===== src/rtl/frame_buf_scheduler.sv =====
// ---------------------------------------------------------------------------
// frame_buf_scheduler
//   Owns the single dual-port frame BRAM (port A write, port B read) and walks
//   one frame through it: LOAD (camera fill) -> PROCESS (Sobel in-place
//   read/write) -> DISPLAY (VGA read). Each port is multiplexed between the
//   requesters of the current phase, and (h,w) coordinates are converted to
//   linear addresses (h*IMG_W + w, truncated to ADDR_W).
//
//   Ports
//     clk, reset_n                       clock, async active-low reset
//     start                              pulse: begin a new frame (IDLE/DISPLAY)
//     cam_valid, cam_pixel               grayscale camera stream (LOAD)
//     sobel_rd_h/w                       Sobel read coordinate (PROCESS)
//     sobel_wr_valid, sobel_wr_h/w/data  Sobel result write (PROCESS)
//     sobel_done                         Sobel engine finished -> DISPLAY
//     vga_h/w, vga_active                VGA scan coordinate (DISPLAY)
//     bram_we/waddr/wdata                port A, registered
//     bram_raddr                         port B address, registered
//     sobel_start                        one-cycle pulse on LOAD->PROCESS
//     phase                              0 IDLE, 1 LOAD, 2 PROCESS, 3 DISPLAY
//     frame_loaded                       frame complete, cleared on LOAD entry
//     err_oob                            sticky write/strobe error
//
//   Build option FB_FRAME_LOOP_EN: DISPLAY also returns to LOAD after the
//   active VGA read of the last pixel, giving free-running video.
// ---------------------------------------------------------------------------
module frame_buf_scheduler #(
  parameter int IMG_W  = 640,
  parameter int IMG_H  = 480,
  parameter int ADDR_W = 19,
  parameter int DATA_W = 8
) (
  input  logic              clk,
  input  logic              reset_n,
  input  logic              start,
  input  logic              cam_valid,
  input  logic [DATA_W-1:0] cam_pixel,
  input  logic [15:0]       sobel_rd_h,
  input  logic [15:0]       sobel_rd_w,
  input  logic              sobel_wr_valid,
  input  logic [15:0]       sobel_wr_h,
  input  logic [15:0]       sobel_wr_w,
  input  logic [DATA_W-1:0] sobel_wr_data,
  input  logic              sobel_done,
  input  logic [15:0]       vga_h,
  input  logic [15:0]       vga_w,
  input  logic              vga_active,
  output logic              bram_we,
  output logic [ADDR_W-1:0] bram_waddr,
  output logic [DATA_W-1:0] bram_wdata,
  output logic [ADDR_W-1:0] bram_raddr,
  output logic              sobel_start,
  output logic [1:0]        phase,
  output logic              frame_loaded,
  output logic              err_oob
);

  typedef enum logic [1:0] {
    S_IDLE = 2'd0,
    S_LOAD = 2'd1,
    S_PROC = 2'd2,
    S_DISP = 2'd3
  } state_t;

  localparam logic [ADDR_W-1:0] LAST_PIX = ADDR_W'(IMG_W * IMG_H - 1);

  state_t            state_q, state_d;
  logic [ADDR_W-1:0] lc_q, lc_d;
  logic              we_q, we_d;
  logic [ADDR_W-1:0] waddr_q, waddr_d;
  logic [DATA_W-1:0] wdata_q, wdata_d;
  logic [ADDR_W-1:0] raddr_q, raddr_d;
  logic              sstart_q, sstart_d;
  logic              floaded_q, floaded_d;
  logic              err_q, err_d;

  // Constant-width multiply by the IMG_W parameter; synthesis folds it into
  // shifts/adds. Working mod 2^ADDR_W throughout gives the truncated result.
  function automatic logic [ADDR_W-1:0] lin_addr(input logic [15:0] h,
                                                 input logic [15:0] w);
    return ADDR_W'(h) * ADDR_W'(IMG_W) + ADDR_W'(w);
  endfunction

  function automatic logic in_frame(input logic [15:0] h, input logic [15:0] w);
    return ({16'b0, h} < 32'(IMG_H)) && ({16'b0, w} < 32'(IMG_W));
  endfunction

  always_comb begin
    state_d   = state_q;
    lc_d      = lc_q;
    we_d      = 1'b0;
    waddr_d   = waddr_q;
    wdata_d   = wdata_q;
    raddr_d   = raddr_q;
    sstart_d  = 1'b0;
    floaded_d = floaded_q;
    err_d     = err_q;

    // Camera strobes are only legal while filling the frame.
    if (cam_valid && state_q != S_LOAD) err_d = 1'b1;

    case (state_q)
      S_IDLE: begin
        raddr_d = '0;
        if (start) begin
          state_d   = S_LOAD;
          lc_d      = '0;
          floaded_d = 1'b0;
        end
      end
      S_LOAD: begin
        if (cam_valid) begin
          we_d    = 1'b1;
          waddr_d = lc_q;
          wdata_d = cam_pixel;
          lc_d    = lc_q + ADDR_W'(1);
          if (lc_q == LAST_PIX) begin
            state_d   = S_PROC;
            sstart_d  = 1'b1;
            floaded_d = 1'b1;
          end
        end
      end
      S_PROC: begin
        raddr_d = lin_addr(sobel_rd_h, sobel_rd_w);
        if (sobel_wr_valid) begin
          if (in_frame(sobel_wr_h, sobel_wr_w)) begin
            we_d    = 1'b1;
            waddr_d = lin_addr(sobel_wr_h, sobel_wr_w);
            wdata_d = sobel_wr_data;
          end else begin
            err_d = 1'b1;
          end
        end
        // start is not looked at here, so a start coincident with done is lost.
        if (sobel_done) state_d = S_DISP;
      end
      S_DISP: begin
        if (vga_active) raddr_d = lin_addr(vga_h, vga_w);
        if (start) begin
          state_d   = S_LOAD;
          lc_d      = '0;
          floaded_d = 1'b0;
        end
`ifdef FB_FRAME_LOOP_EN
        else if (vga_active && vga_h == 16'(IMG_H - 1) && vga_w == 16'(IMG_W - 1)) begin
          state_d   = S_LOAD;
          lc_d      = '0;
          floaded_d = 1'b0;
        end
`endif
      end
      default: state_d = S_IDLE;
    endcase
  end

  always_ff @(posedge clk or negedge reset_n) begin
    if (!reset_n) begin
      state_q   <= S_IDLE;
      lc_q      <= '0;
      we_q      <= 1'b0;
      waddr_q   <= '0;
      wdata_q   <= '0;
      raddr_q   <= '0;
      sstart_q  <= 1'b0;
      floaded_q <= 1'b0;
      err_q     <= 1'b0;
    end else begin
      state_q   <= state_d;
      lc_q      <= lc_d;
      we_q      <= we_d;
      waddr_q   <= waddr_d;
      wdata_q   <= wdata_d;
      raddr_q   <= raddr_d;
      sstart_q  <= sstart_d;
      floaded_q <= floaded_d;
      err_q     <= err_d;
    end
  end

  assign bram_we      = we_q;
  assign bram_waddr   = waddr_q;
  assign bram_wdata   = wdata_q;
  assign bram_raddr   = raddr_q;
  assign sobel_start  = sstart_q;
  assign phase        = state_q;
  assign frame_loaded = floaded_q;
  assign err_oob      = err_q;

endmodule


===== config.mk =====
export PLATFORM = sky130hd
export DESIGN_NAME = frame_buf_scheduler
export DESIGN_NICKNAME = d
export VERILOG_FILES = /design/src/rtl/frame_buf_scheduler.sv
export SDC_FILE = /design/constraint.sdc
export NUM_CORES = 1
export LEC_CHECK = 0
export CAP_MARGIN = 20
export CORE_MARGIN = 5
export CORE_UTILIZATION = 49
export DETAILED_ROUTE_END_ITERATION = 6
export PLACE_DENSITY = 0.82
export SLEW_MARGIN = 20
export SYNTH_ARGS = -nofsm -noshare
export SYNTH_HDL_FRONTEND = slang
export SYNTH_SLANG_ARGS = --single-unit

===== constraint.sdc =====
create_clock -name clk -period 2.9 [get_ports clk]
set_clock_uncertainty 0.15 [all_clocks]
set_input_delay 0.29 -clock clk [delete_from_list [all_inputs] [get_ports clk]]
set_output_delay 0.29 -clock clk [all_outputs]
set_load 0.1 [all_outputs]

==> flow_summary.json <==
{
  "num_rows": 40,
  "setup_viol": 1,
  "regToRegSetupSlack_ps": 290,
  "drive_above_1_share_pct": 32.21,
  "ys_warn_count": 0,
  "synth-async-reset-ratio_pct": 100.0,
  "dp_cells": 1060,
  "grt_overflow_total": 0,
  "post_drt_wl_per_cell_um": 17.39,
  "crit_arrival_ps": 3190,
  "setup_ws_ps": -215.6,
  "finalMaxSlewViolations": 0,
  "die_h_um": 120.7,
  "antenna_found_initial": 0,
  "clock.fmax_mhz": 321.0,
  "start_util_pct": 49.97,
  "power.leakage_uw": 0.004228,
  "drc_errors": 0,
  "ys.flop_type": "dfrtp_1",
  "num_io_pins": 171,
  "hp-class": "reg -> reg",
  "r2r_start": "phase[1]$_DFFE_PN0P_",
  "dp_hpwl_um": 14060,
  "synth-edff-count": 0,
  "status": "finished, violations left",
  "regArea_sq_mm": 0.001779,
  "post-route-util_pct": 78.54,
  "via_per_inst": 5.520,
  "synth_seq_cells": 71,
  "die_width_um": 120.7,
  "cts_sinks": 71,
  "cts-htree-levels": 3,
  "whs_ps": 341.3,
  "drtIter0Drc": 323,
  "fin_cells": 1094,
  "num_vias": 6039,
  "port-buffer-count": 162,
  "clock_path_buffers": 2,
  "whs_endpoint": "bram_waddr[9]$_DFFE_PN0P_",
  "avgSynthCellArea_sq_um": 8.918,
  "worstPathMaxFanout": 3,
  "coreArea_sq_mm": 0.01201,
  "pre_cts_slack_ps": -822.0,
  "mappedNetlistNets": 885,
  "r2r_cells": 9,
  "grt_pass1_wl_um": 29710,
  "timing_worst_setup_path_type": "in -> reg",
  "r2r-end": "lc_q[17]$_DFFE_PN0P_",
  "hold_violations": 0,
  "worstHoldStart": "bram_waddr[9]$_DFFE_PN0P_",
  "nNetsFinal": 1154,
  "startpoint_type": "input pin",
  "yosys.area.top_type": "dfrtp_1",
  "num-fill-cells": 784,
  "tns_ps": -215.6,
  "endpoint_kind": "register",
  "wl_um": 19030,
  "antenna_cells": 0,
  "yosysSeqAreaShare_pct": 29.60,
  "fin_crit_ps": 3116,
  "netlist.area_leader.share_pct": 29.60,
  "syn_to_final_growth_pct": 57.18,
  "grt_start_max_net_pins": 40,
  "antenna_left": 0,
  "grt_setup_unrepaired": "true",
  "cp.required_ps": 2970,
  "cts_tree": "built",
  "maxCapViolations": 0,
  "tightest_slew_ps": 769.9,
  "root_buffer": "clkbuf_16",
  "syn_inst": 673,
  "yosysUniqueCellTypes": 63,
  "synthTopCellsByArea": "dfrtp_1 30%, ha_1 18%, xnor2_1 5.3%",
  "multiInputGateArea_sq_mm": 0.004693,
  "grt_pass1_vias": 6391,
  "maxSlewHeadroom_pct": 48.67,
  "cpPeakStageDelay_ps": 380,
  "clk_latency_ps": 330,
  "syn_area_sq_mm": 0.006002,
  "grt.total_usage_pct": 24.89,
  "peakVddDrop_uv": 436.0,
  "p_per_area_mw_per_mm2": 941.5,
  "place.gp.congestion": 0.8971,
  "path_clk_slew_ps": 60,
  "violations": "negative setup slack",
  "holdPathStages": 2,
  "min_period_over_period_pct": 107.4,
  "worstPathCellList": "buf_8 > ha_4 > ha_4 > inv_4 > fa_2 > nor2b_2 > o21ai_2 > nand2_2 > xor2_2 > ha_1 > a21oi_2 > o211ai_1 > a31oi_1 > nor3_2 > xnor2_1 > o221ai_1 > o21a_1",
  "cts_buffers": 9,
  "dr.pass1.iters": 5,
  "die_area_sq_mm": 0.01456,
  "crit_slowest_cell": "fa_2",
  "crit_top_cell": "ha_4"
}
==> metal layers <==
layer | vias to the layer above | track usage [%] | wire [um]
met4 | 0 | 9.915 | 599
met2 | 205 | 45.16 | 9785
li1 | 2939 | - | -
met5 | - | 0 | 0
met1 | 2843 | 29.28 | 7690
met3 | 52 | 3.835 | 950
==> state kept, by name, indices dropped and copies added, names as in the netlist <==
signal        flops
sobel_start       1
bram_raddr       19
bram_wdata        8
phase             2
frame_loaded      1
bram_waddr       19
err_oob           1
bram_we           1
lc_q             19
==> worst max-delay path, delay by kind of cell <==
kind | cells | cell delay (ps)
buffers and inverters | 2 | 140
XOR/XNOR | 2 | 450
AND/OR/NAND/NOR | 3 | 310
adder cells (fa/ha/maj) | 4 | 1070
AO/OA/AOI/OAI | 6 | 920
==> per-stage QoR <==
stage	cell area, sq um	power (uW)
2_1_floorplan	6122	5724
3_5_place_dp	8463	7305
5_1_grt	9434	9320
3_3_place_gp	8463	7163
6_report	9434	8882
4_1_cts	9164	8662
==> logic make-up (layout without fill, tap and decap cells) <==
family / count (synthesis) / in the layout / synth area share (%)
AO/OA/AOI/OAI: 182 / 182 / 19.41
XOR/XNOR: 62 / 62 / 9.172
adder cells (fa/ha/maj): 93 / 93 / 20.14
buffers and inverters: 51 / 325 / 3.398
flip-flops: 71 / 71 / 29.60
multiplexers: 20 / 20 / 3.356
AND/OR/NAND/NOR: 194 / 194 / 14.93
==> cell usage after synthesis (all sizes together), types with 3 or more instances <==
library cell	n
mux2i	19
a22oi	15
xor2	26
dfrtp	71
o41ai	3
o21a	7
xnor2	36
and3	8
ha	87
nor2	64
nor4	3
a31oi	4
or3	6
nand2	65
a21oi	56
o211ai	6
clkbuf	15
fa	6
a211oi	6
inv	30
nand4	8
o21ai	56
o221ai	3
nand3	7
buf	6
nand2b	3
a21o	8
nor2b	8
nor3	12
==> worst max-delay path by stage <==
stage	from	slack [ps]	cells after the start	to
floorplan	sobel_wr_h[1]	-60	14	bram_waddr[17]$_DFFE_PN0P_
global placement	sobel_rd_h[3]	-750	17	bram_raddr[17]$_DFFE_PN0P_
detailed placement	sobel_rd_h[1]	-820	17	bram_raddr[17]$_DFFE_PN0P_
CTS	sobel_rd_h[1]	-120	17	bram_raddr[17]$_DFFE_PN0P_
global route	sobel_rd_h[1]	-310	17	bram_raddr[17]$_DFFE_PN0P_
finish	sobel_rd_h[1]	-220	17	bram_raddr[17]$_DFFE_PN0P_
==> report_power, final <==
part           switching (uW)  internal (uW)
Combinational            4210           1960
Clock                     435            759
Sequential                194           1320
Total                    4840           4040
==> layout by cell type (no fill, tap or decap), types with 9 or more instances in the layout <==
cell / count
a21oi_1: 47
a22oi_1: 15
buf_4: 165
clkbuf_16: 9
clkdlybuf4s50_1: 86
dfrtp_1: 69
ha_1: 49
ha_4: 31
inv_1: 25
mux2i_1: 19
nand2_1: 62
nor2_1: 59
o21ai_0: 14
o21ai_1: 39
xnor2_1: 32
xor2_1: 23
==> layout make-up <==
| class | count | share of cell area, % |
|---|---|---|
| Clock buffer | 10 | 2.427 |
| Clock inverter | 6 | 0.9814 |
| Inverter | 30 | 1.220 |
| Multi-Input combinational cell | 551 | 49.75 |
| Sequential cell | 71 | 18.86 |
| Tap cell | 147 | 1.950 |
| Timing Repair Buffer | 279 | 24.81 |
==> timing repair <==
item                       4_1_cts  5_1_grt
setup buffers                   13        8
hold buffers                     1        0
gates cloned                     0        0
gates resized for setup        108       74
setup endpoints to repair       13        7
pin swaps                       53       53
hold endpoints to repair        32        0
Power figures use the tool's default switching activity.
